===== config.mk =====
export PLATFORM = sky130hd
export DESIGN_NAME = alt_pfl_pgm_verify_multi_flat
export DESIGN_NICKNAME = d
export VERILOG_FILES = /design/src/rtl/alt_pfl_pgm_verify_multi_pkg.sv /design/src/rtl/alt_pfl_pgm_verify_multi_if.sv /design/src/rtl/alt_pfl_jtag_shifter.sv /design/src/rtl/alt_pfl_pgm_verify_multi.sv /design/src/flat_wrapper.sv
export SDC_FILE = /design/constraint.sdc
export NUM_CORES = 1
export LEC_CHECK = 0
export CAP_MARGIN = 20
export CORE_ASPECT_RATIO = 1.25
export CORE_MARGIN = 3
export CORE_UTILIZATION = 25
export DETAILED_ROUTE_END_ITERATION = 10
export GPL_TIMING_DRIVEN = 0
export MAX_ROUTING_LAYER = met4
export PLACE_DENSITY = 0.41
export RECOVER_POWER = 50
export SLEW_MARGIN = 20
export SYNTH_ARGS = -nofsm -noshare
export SYNTH_HDL_FRONTEND = slang
export SYNTH_HIERARCHICAL = 1
export SYNTH_SLANG_ARGS = --single-unit

===== constraint.sdc =====
create_clock -name vjtag_tck -period 2.6 [get_ports vjtag_tck]
set_input_delay 0.52 -clock vjtag_tck [delete_from_list [all_inputs] [get_ports vjtag_tck]]
set_output_delay 0.52 -clock vjtag_tck [all_outputs]
set_load 0.05 [all_outputs]

===== src/rtl/alt_pfl_pgm_verify_multi_pkg.sv =====
// rtl/alt_pfl_pgm_verify_multi_pkg.sv - IR codes, status patterns and helpers for the PFL verify engine
package alt_pfl_verify_pkg;

   localparam logic [7:0] IR_INFO             = 8'h11;
   localparam logic [7:0] IR_READ_DATA        = 8'h12;
   localparam logic [7:0] IR_FIFOSM_EXIT      = 8'h0F;
   localparam logic [7:0] IR_LOAD_RESET_SHIFT = 8'h1C;
   localparam logic [7:0] IR_INC_COUNTER      = 8'h1D;
   localparam logic [7:0] IR_LOAD_MASK        = 8'h1E;
   localparam logic [7:0] IR_READ_ERRLOG      = 8'h1B;

   localparam logic [7:0] PAT_INFO   = 8'hA5;
   localparam logic [7:0] PAT_FIFOSM = 8'hC3;

   // Widest status vector (64 slots); callers keep the low NUM_SLOTS bits.
   function automatic logic [63:0] replicate_byte(input logic [7:0] b);
      return {8{b}};
   endfunction

endpackage


===== src/rtl/alt_pfl_pgm_verify_multi_if.sv =====
// rtl/alt_pfl_pgm_verify_multi_if.sv - virtual JTAG hub signals between hub decode and the verify engine
interface alt_pfl_pgm_verify_multi_if #(
   parameter int PFL_IR_BITS = 5
);
   logic                   vjtag_tdi;
   logic                   vjtag_virtual_state_sdr;
   logic                   vjtag_virtual_state_uir;
   logic                   vjtag_virtual_state_udr;
   logic                   vjtag_virtual_state_cdr;
   logic [PFL_IR_BITS-1:0] vjtag_ir_in;
   logic                   vjtag_tdo;

   modport master (
      output vjtag_tdi, vjtag_virtual_state_sdr, vjtag_virtual_state_uir,
             vjtag_virtual_state_udr, vjtag_virtual_state_cdr, vjtag_ir_in,
      input  vjtag_tdo
   );

   modport slave (
      input  vjtag_tdi, vjtag_virtual_state_sdr, vjtag_virtual_state_uir,
             vjtag_virtual_state_udr, vjtag_virtual_state_cdr, vjtag_ir_in,
      output vjtag_tdo
   );
endinterface


===== src/rtl/alt_pfl_jtag_shifter.sv =====
// rtl/alt_pfl_jtag_shifter.sv - parallel-load, shift-right scan register; shiftin enters at the MSB
module alt_pfl_jtag_shifter #(
   parameter int               WIDTH     = 8,
   parameter logic [WIDTH-1:0] RESET_VAL = '0
) (
   input  logic             clk,
   input  logic             reset,
   input  logic             enable,
   input  logic             load,
   input  logic [WIDTH-1:0] data,
   input  logic             shiftin,
   output logic             shiftout,
   output logic [WIDTH-1:0] q
);

   always_ff @(posedge clk) begin
      if (reset)
         q <= RESET_VAL;
      else if (load)
         q <= data;
      else if (enable)
         q <= {shiftin, q[WIDTH-1:1]};
   end

   assign shiftout = q[0];

endmodule


===== src/rtl/alt_pfl_pgm_verify_multi.sv =====
// rtl/alt_pfl_pgm_verify_multi.sv - vJTAG-driven flash read-back verify with status, mask and error log chains
module alt_pfl_pgm_verify_multi
   import alt_pfl_verify_pkg::*;
#(
   parameter int DATA_WIDTH    = 16,
   parameter int PFL_IR_BITS   = 5,
   parameter int NUM_SLOTS     = 16,
   parameter int ERR_CNT_WIDTH = 8
) (
   input  logic                  vjtag_tck,
   input  logic                  vjtag_reset,
   alt_pfl_pgm_verify_multi_if.slave vj,
   input  logic [DATA_WIDTH-1:0] flash_data_in,
   input  logic [DATA_WIDTH-1:0] ip_flash_data_in,
   output logic                  crc_verify_enable,
   output logic                  verify_fail
);

   localparam int SLOT_BITS = (NUM_SLOTS > 2) ? $clog2(NUM_SLOTS) : 1;
   localparam int ELOG_W    = 1 + SLOT_BITS + ERR_CNT_WIDTH;

   localparam logic [PFL_IR_BITS-1:0] C_INFO   = IR_INFO[PFL_IR_BITS-1:0];
   localparam logic [PFL_IR_BITS-1:0] C_RDATA  = IR_READ_DATA[PFL_IR_BITS-1:0];
   localparam logic [PFL_IR_BITS-1:0] C_FIFOSM = IR_FIFOSM_EXIT[PFL_IR_BITS-1:0];
   localparam logic [PFL_IR_BITS-1:0] C_LRS    = IR_LOAD_RESET_SHIFT[PFL_IR_BITS-1:0];
   localparam logic [PFL_IR_BITS-1:0] C_INC    = IR_INC_COUNTER[PFL_IR_BITS-1:0];
   localparam logic [PFL_IR_BITS-1:0] C_MASK   = IR_LOAD_MASK[PFL_IR_BITS-1:0];
   localparam logic [PFL_IR_BITS-1:0] C_ELOG   = IR_READ_ERRLOG[PFL_IR_BITS-1:0];

   localparam logic [63:0] INFO_WORD   = replicate_byte(PAT_INFO);
   localparam logic [63:0] FIFOSM_WORD = replicate_byte(PAT_FIFOSM);
   localparam logic [SLOT_BITS-1:0] LAST_SLOT = SLOT_BITS'(NUM_SLOTS - 1);

   logic [DATA_WIDTH-1:0]    flash_reg;
   logic [DATA_WIDTH-1:0]    mask;
   logic [DATA_WIDTH-1:0]    mask_shift_q;
   logic [SLOT_BITS-1:0]     slot;
   logic [NUM_SLOTS-1:0]     verify_status;
   logic [ERR_CNT_WIDTH-1:0] err_count;
   logic                     first_fail_valid;
   logic [SLOT_BITS-1:0]     first_fail_slot;
   logic                     match;
   logic                     status_tdo, elog_tdo, mask_tdo;
   logic [NUM_SLOTS-1:0]     status_chain_unused;
   logic [ELOG_W-1:0]        elog_chain_unused;

   wire ir_info   = (vj.vjtag_ir_in == C_INFO);
   wire ir_rdata  = (vj.vjtag_ir_in == C_RDATA);
   wire ir_fifosm = (vj.vjtag_ir_in == C_FIFOSM);
   wire ir_lrs    = (vj.vjtag_ir_in == C_LRS);
   wire ir_inc    = (vj.vjtag_ir_in == C_INC);
   wire ir_mask   = (vj.vjtag_ir_in == C_MASK);
   wire ir_elog   = (vj.vjtag_ir_in == C_ELOG);

   wire uir = vj.vjtag_virtual_state_uir;
   wire udr = vj.vjtag_virtual_state_udr;
   wire sdr = vj.vjtag_virtual_state_sdr;

   wire clear_evt = uir && ir_lrs;
   wire cmp_evt   = udr && ir_rdata;

   assign crc_verify_enable = ir_lrs;
   assign match = ((flash_reg ^ ip_flash_data_in) & mask) == '0;

   always_ff @(posedge vjtag_tck) begin
      if (vjtag_reset)
         flash_reg <= '0;
      else if (vj.vjtag_virtual_state_cdr && ir_rdata)
         flash_reg <= flash_data_in;
   end

   // Explicit wrap so non-power-of-two slot counts never reach an unused index.
   always_ff @(posedge vjtag_tck) begin
      if (vjtag_reset || clear_evt)
         slot <= '0;
      else if (uir && ir_inc)
         slot <= (slot == LAST_SLOT) ? '0 : slot + 1'b1;
   end

   always_ff @(posedge vjtag_tck) begin
      if (vjtag_reset || clear_evt)
         verify_status <= '1;
      else if (uir && ir_info)
         verify_status <= INFO_WORD[NUM_SLOTS-1:0];
      else if (uir && ir_fifosm)
         verify_status <= FIFOSM_WORD[NUM_SLOTS-1:0];
      else if (cmp_evt)
         verify_status[slot] <= verify_status[slot] & match;
   end

   always_ff @(posedge vjtag_tck) begin
      if (vjtag_reset || clear_evt) begin
         err_count        <= '0;
         first_fail_valid <= 1'b0;
         first_fail_slot  <= '0;
      end else if (cmp_evt && !match) begin
         if (err_count != '1)
            err_count <= err_count + 1'b1;
         if (!first_fail_valid) begin
            first_fail_valid <= 1'b1;
            first_fail_slot  <= slot;
         end
      end
   end

   always_ff @(posedge vjtag_tck) begin
      if (vjtag_reset) begin
         mask        <= '1;
         verify_fail <= 1'b0;
      end else begin
         if (udr && ir_mask)
            mask <= mask_shift_q;
         verify_fail <= ~&verify_status;
      end
   end

   // Loads on the clearing edge, so the chain holds the status from before the clear.
   alt_pfl_jtag_shifter #(.WIDTH(NUM_SLOTS)) u_status_chain (
      .clk      (vjtag_tck),
      .reset    (vjtag_reset),
      .enable   (sdr && ir_lrs),
      .load     (clear_evt),
      .data     (verify_status),
      .shiftin  (vj.vjtag_tdi),
      .shiftout (status_tdo),
      .q        (status_chain_unused)
   );

   alt_pfl_jtag_shifter #(.WIDTH(ELOG_W)) u_errlog_chain (
      .clk      (vjtag_tck),
      .reset    (vjtag_reset),
      .enable   (sdr && ir_elog),
      .load     (uir && ir_elog),
      .data     ({first_fail_valid, first_fail_slot, err_count}),
      .shiftin  (vj.vjtag_tdi),
      .shiftout (elog_tdo),
      .q        (elog_chain_unused)
   );

   alt_pfl_jtag_shifter #(.WIDTH(DATA_WIDTH), .RESET_VAL({DATA_WIDTH{1'b1}})) u_mask_shift (
      .clk      (vjtag_tck),
      .reset    (vjtag_reset),
      .enable   (sdr && ir_mask),
      .load     (1'b0),
      .data     ({DATA_WIDTH{1'b0}}),
      .shiftin  (vj.vjtag_tdi),
      .shiftout (mask_tdo),
      .q        (mask_shift_q)
   );

   always_comb begin
      vj.vjtag_tdo = 1'b0;
      if (ir_lrs)
         vj.vjtag_tdo = status_tdo;
      else if (ir_elog)
         vj.vjtag_tdo = elog_tdo;
      else if (ir_mask)
         vj.vjtag_tdo = mask_tdo;
   end

endmodule


===== src/flat_wrapper.sv =====
// flat-port wrapper written by rule: the top's interface ports become plain ports
module alt_pfl_pgm_verify_multi_flat import alt_pfl_verify_pkg::*;
#(
   parameter int DATA_WIDTH    = 16,
   parameter int PFL_IR_BITS   = 5,
   parameter int NUM_SLOTS     = 16,
   parameter int ERR_CNT_WIDTH = 8
)
  (vjtag_tck, vjtag_reset, flash_data_in, ip_flash_data_in, crc_verify_enable, verify_fail, vj_vjtag_tdi, vj_vjtag_virtual_state_sdr, vj_vjtag_virtual_state_uir, vj_vjtag_virtual_state_udr, vj_vjtag_virtual_state_cdr, vj_vjtag_ir_in, vj_vjtag_tdo);
  alt_pfl_pgm_verify_multi_if #(.PFL_IR_BITS(PFL_IR_BITS)) vj_i ();
  input  logic vjtag_tck;
  input  logic vjtag_reset;
  input  logic [DATA_WIDTH-1:0] flash_data_in;
  input  logic [DATA_WIDTH-1:0] ip_flash_data_in;
  output logic crc_verify_enable;
  output logic verify_fail;
  input wire logic [$bits(vj_i.vjtag_tdi)-1:0] vj_vjtag_tdi;
  input wire logic [$bits(vj_i.vjtag_virtual_state_sdr)-1:0] vj_vjtag_virtual_state_sdr;
  input wire logic [$bits(vj_i.vjtag_virtual_state_uir)-1:0] vj_vjtag_virtual_state_uir;
  input wire logic [$bits(vj_i.vjtag_virtual_state_udr)-1:0] vj_vjtag_virtual_state_udr;
  input wire logic [$bits(vj_i.vjtag_virtual_state_cdr)-1:0] vj_vjtag_virtual_state_cdr;
  input wire logic [$bits(vj_i.vjtag_ir_in)-1:0] vj_vjtag_ir_in;
  output wire logic [$bits(vj_i.vjtag_tdo)-1:0] vj_vjtag_tdo;
  assign vj_i.vjtag_tdi = vj_vjtag_tdi;
  assign vj_i.vjtag_virtual_state_sdr = vj_vjtag_virtual_state_sdr;
  assign vj_i.vjtag_virtual_state_uir = vj_vjtag_virtual_state_uir;
  assign vj_i.vjtag_virtual_state_udr = vj_vjtag_virtual_state_udr;
  assign vj_i.vjtag_virtual_state_cdr = vj_vjtag_virtual_state_cdr;
  assign vj_i.vjtag_ir_in = vj_vjtag_ir_in;
  assign vj_vjtag_tdo = vj_i.vjtag_tdo;
  alt_pfl_pgm_verify_multi #(.DATA_WIDTH(DATA_WIDTH), .PFL_IR_BITS(PFL_IR_BITS), .NUM_SLOTS(NUM_SLOTS), .ERR_CNT_WIDTH(ERR_CNT_WIDTH)) u_core (.vjtag_tck(vjtag_tck), .vjtag_reset(vjtag_reset), .vj(vj_i), .flash_data_in(flash_data_in), .ip_flash_data_in(ip_flash_data_in), .crc_verify_enable(crc_verify_enable), .verify_fail(verify_fail));
endmodule

==> results.cfg <==
[synth]
synth_area_um2 = 5380
synth.avg_cell_area_um2 = 9.18
yosys_warnings = 6
syn-instance-count = 586

[place]
place_congestion = 0.823
dp_hpwl_um = 11500
place_area_um2 = 6270
port_buffers = 46

[global_route]
grt_max_degree = 18
grt_use_total = 0.134
grt_pass1_vias = 4487
grt_pass1_wl_um = 23500
grt.overflow.total = 0
antenna_found_initial = 0

[sta]
tightest_slew_ns = 0.621
finalClockSkew_ns = 0.00806
finalHoldViolCount = 0
setup_viol = 0
fin_crit_sh = 0.962
min_period_ns = 2.50
finalSetupTns_ns = 0
rsz0062_at_grt = no
fmax_mhz = 400
timing.hold.ws_ns = 0.473
maxSlewViolCount = 0
max-slew-margin-rel = 0.584

[cells_and_area]
seq_area_um2 = 2220
final_cell_mix = 111 x dfxtp_1, 88 x nand2_1, 53 x mux2i_1, 43 x a21oi_1, 40 x clkdlybuf4s50_1
nFillCells = 2252
drive_gt1_frac = 0.101
area.growth.synth_to_final_pct = 23.3
fin_nets = 717
post-route-util = 0.316
final_common_cell = dfxtp_1
fin_area_um2 = 6630
diodes = 0
multi_input_area_um2 = 3000

[worst_hold_path]
whs_path_depth = 2
hp-class = flip-flop to flip-flop
whs_endpoint = u_core/flash_reg[0]
worstHoldStart = u_core/flash_reg[0]

[worst_setup_path]
r2r-start = u_core/flash_reg[8]
crit_path_end_kind = primary output
crit_path_max_fanout = 6
criticalPathCategory = primary input to primary output
required_ns = 2.08
crit_slowest_cell = clkdlybuf4s50_1
worstPathArrival_ns = 1.98
crit_buf_inv = 2
worstReg2RegEnd = u_core/verify_status[6]
slowest_delay_ns = 0.55
reg2reg_slack_ns = 0.46
path_cells = clkdlybuf4s50_1, and3b_1, nor2b_4, a22oi_1, nand2_1, buf_4
cp_top_family = buffers and inverters
r2r_cells = 7
start_kind = primary input

[routing]
highest_layer = met4
drtIter0Drc = 176
vias = 4384
via_per_inst = 4.63
drt_pass1_iterations = 5
wl_met3_um = 505
routed-wl-met2_um = 7720
wirelength_um = 14700
drt-met1-wl_um = 6270
final_antenna_net_count = 0
wl_per_cell_um = 15.6
drcViolationCount = 0

[clocking]
cts_tree = yes
cts-root-buf = clkbuf_16
h-tree-depth = 3
cts_hold_buf = 0
clkTransAtPathRegs_ns = 0.07
clockBufferDepth = 2
clock-sinks = 111
cts_made_buffers = 9
insertion_delay_ns = 0.36

[floorplan]
chipWidth_um = 137
die_area_um2 = 23300
num_rows = 59
fp.dieH_um = 170
start_util = 0.257
top_level_ports = 47
coreArea_um2 = 21000

[pwr]
vdd_drop_max_v = 0.000294
power.leakage_nw = 2.35
power.density_nw_per_um2 = 540
finalPower_mw = 3.58

[run]
drv_cap = 0

[run_status]
status = complete, no violations
layer usage:
metal	vias up	global-route usage
met4	0	0.0521
met5	-	-
met3	16	0.0237
met1	2036	0.152
li1	2240	-
met2	92	0.233
where the power goes:
| group | switching (mW) | internal [mW] |
|---|---|---|
| Sequential | 0.0258 | 1.73 |
| Clock | 0.658 | 0.896 |
| Combinational | 0.135 | 0.133 |
through the flow:
step	setup slack (ns)	instances
6_report	0.0991	947
5_1_grt	0.0142	947
4_1_cts	0.0375	947
3_5_place_dp	-0.990	929
3_3_place_gp	-0.990	929
2_1_floorplan	0.150	609
worst reg2reg max path: stages (launching register included):
cell       delay (ns)
dfxtp_1          0.34
xor2_1           0.16
a22oi_1          0.27
nand4_1          0.20
or2_0            0.23
buf_2            0.18
or3b_4           0.43
o2111ai_1        0.23
final cells by class:
type / count / area share
buffer: 39 / 0.0370
clock buffer: 11 / 0.0381
clock inverter: 5 / 0.0121
inverter: 6 / 0.00340
multi-input combinational: 453 / 0.452
sequential: 111 / 0.335
tap: 274 / 0.0517
timing repair buffer: 48 / 0.0707
worst max-delay path by stage:
stage	startpoint	endpoint	slack (ns)	depth (start not counted)
2_1_floorplan	vj_vjtag_ir_in[1]	u_core/err_count[3]	0.15	7
3_3_place_gp	vj_vjtag_ir_in[0]	vj_vjtag_tdo	-0.99	6
3_5_place_dp	vj_vjtag_ir_in[0]	vj_vjtag_tdo	-0.99	6
4_1_cts	vj_vjtag_ir_in[2]	vj_vjtag_tdo	0.04	6
5_1_grt	vj_vjtag_ir_in[4]	vj_vjtag_tdo	0.01	6
6_report	vj_vjtag_ir_in[4]	vj_vjtag_tdo	0.1	6
what timing repair did:
action,in CTS,in global routing
gates resized for setup,19,7
pin swaps,2,0
buffers inserted,2,0
endpoints found under the setup margin,24,20
endpoints found under the hold margin,0,0
No activity file was read; power rests on OpenSTA's default activity.
==> RTL edit: new RTL, same flow settings <==
`PFL_IR_BITS` is set to 5 in 3 places; all go to 7.
--- a/src/rtl/alt_pfl_pgm_verify_multi_if.sv
+++ b/src/rtl/alt_pfl_pgm_verify_multi_if.sv
@@ -1,5 +1,5 @@
 // rtl/alt_pfl_pgm_verify_multi_if.sv - virtual JTAG hub signals between hub decode and the verify engine
 interface alt_pfl_pgm_verify_multi_if #(
-   parameter int PFL_IR_BITS = 5
+   parameter int PFL_IR_BITS = 7
 );
    logic                   vjtag_tdi;
--- a/src/rtl/alt_pfl_pgm_verify_multi.sv
+++ b/src/rtl/alt_pfl_pgm_verify_multi.sv
@@ -4,5 +4,5 @@
 #(
    parameter int DATA_WIDTH    = 16,
-   parameter int PFL_IR_BITS   = 5,
+   parameter int PFL_IR_BITS   = 7,
    parameter int NUM_SLOTS     = 16,
    parameter int ERR_CNT_WIDTH = 8
--- a/src/flat_wrapper.sv
+++ b/src/flat_wrapper.sv
@@ -3,5 +3,5 @@
 #(
    parameter int DATA_WIDTH    = 16,
-   parameter int PFL_IR_BITS   = 5,
+   parameter int PFL_IR_BITS   = 7,
    parameter int NUM_SLOTS     = 16,
    parameter int ERR_CNT_WIDTH = 8
Interface: changed (resized vj_vjtag_ir_in); port bits go from 47 to 49. The function was not compared with the original's and may differ.
==> RTL edit against the unedited design <==
Hold slack worse by 0.0063 ns. Worst setup slack lost 0.015 ns. Critical path depth is 1 lower. Global-route usage about the same. Synthesized area grew 0.84%. Final area is 0.36% higher. Sequential share of layout area shrank 0.12 points. Wire length increased by 0.14%. Sequential cell count is the same. Die area grew 0.81%. Total power grew 0.57%. Utilization hardly changed. Largest cell class unchanged. Largest power group unchanged.
==> RTL edit: results (changes against the unedited design) <==
* P_leak at 0.002301 uW (was 0.002350 uW)
* Met3 Use GR at 2.206% (was 2.365%)
* Port Buffers at 48 (was 46)
* Post-DP HPWL at 11.43 mm (was 11.52 mm)
* Status: completed (unchanged)
* Met1 usage at 16.65% (was 15.17%)
* Worst vdd ir at 0.0002505 V (was 0.0002942 V)
* Initial antenna violation count at 2 (was 0)
* Crit path from: vj_vjtag_ir_in[1] (was vj_vjtag_ir_in[4])
* Cts repair resizes at 16 (was 19)
* Critical Path AT at 2.00 ns (was 1.98 ns)
* # fillers at 2236 (was 2252)
* Iter 0 DRT Violations at 157 (was 176)
* Layout cells sized above 1 at 8.160% (was 10.10%)
* Routability congestion estimate from global placement at 0.8227 (was 0.8226)
* Worst slew pin tran at 0.7319 ns (was 0.6205 ns)
* Pre-CTS setup slack at -0.8353 ns (was -0.9900 ns)
* Reg2Reg Launch Point: u_core/flash_reg[1]$_SDFFE_PP0P_ (was u_core/flash_reg[8]$_SDFFE_PP0P_)
* Vias at 4372 (was 4384)
* Postcts setup bufs at 1 (was 2)
* Drt total wl at 14.76 mm (was 14.74 mm)
* Vias in the first global route at 4647 (was 4487)
* CP max FO at 4 (was 6)
* Total GRT Usage at 13.42% (was 13.39%)
* First-pass GRT wire length at 24.05 mm (was 23.51 mm)
## RTL edit: final timing paths
kind,cells after the start,slack (ns),endpoint
worst max-delay path,5,0.08,vj_vjtag_tdo
worst min-delay path,2,0.47,u_core/flash_reg[2]$_SDFFE_PP0P_
worst max register to register,6,0.53,u_core/verify_status[14]$_SDFFE_PP1P_
worst min register to register,2,0.47,u_core/flash_reg[2]$_SDFFE_PP0P_
## RTL edit: power by group
part | leakage [uW] | total [uW] | internal (uW) | switching [uW]
clock | 0.000170 | 1640 | 958 | 680
combinational | 0.00123 | 226 | 114 | 112
sequential | 0.000899 | 1740 | 1720 | 17.2
total | 0.00230 | 3600 | 2790 | 809
## RTL edit: through the flow
stage | cell area, um2 | std cells | util, % | hold WS, ns
finish | 6656 | 950 | 31.64 | 0.4670
global route | 6656 | 950 | 31.64 | 0.4853
CTS | 6693 | 948 | 31.81 | 0.4655
detailed placement | 6332 | 931 | 30.10 | 0.4568
global placement | 6332 | 931 | 30.10 | 0.4528
floorplan | 5509 | 609 | - | 0.4351
## RTL edit: worst min-delay path: stages, from the launching register on
cell,delay [ns]
dfxtp_1,0.32
nand2_1,0.05
a21oi_1,0.05
## RTL edit: per-layer routing
layer	share of wire, %	vias to the layer above
met5	0	-
met4	1.9	0
met3	3.8	18
met2	48	78
met1	47	2020
li1	-	2256
## RTL edit: area by class of cell
type | instances | area, um2 | share of cell area, %
inverter | 10 | 37.54 | 0.5639
antenna | 2 | 5.005 | 0.07519
clock inverter | 7 | 128.9 | 1.936
timing repair buffer | 49 | 488.0 | 7.331
buffer | 41 | 242.7 | 3.647
multi-input combinational | 447 | 2964 | 44.53
tap | 274 | 342.8 | 5.150
clock buffer | 9 | 225.2 | 3.383
sequential | 111 | 2222 | 33.38
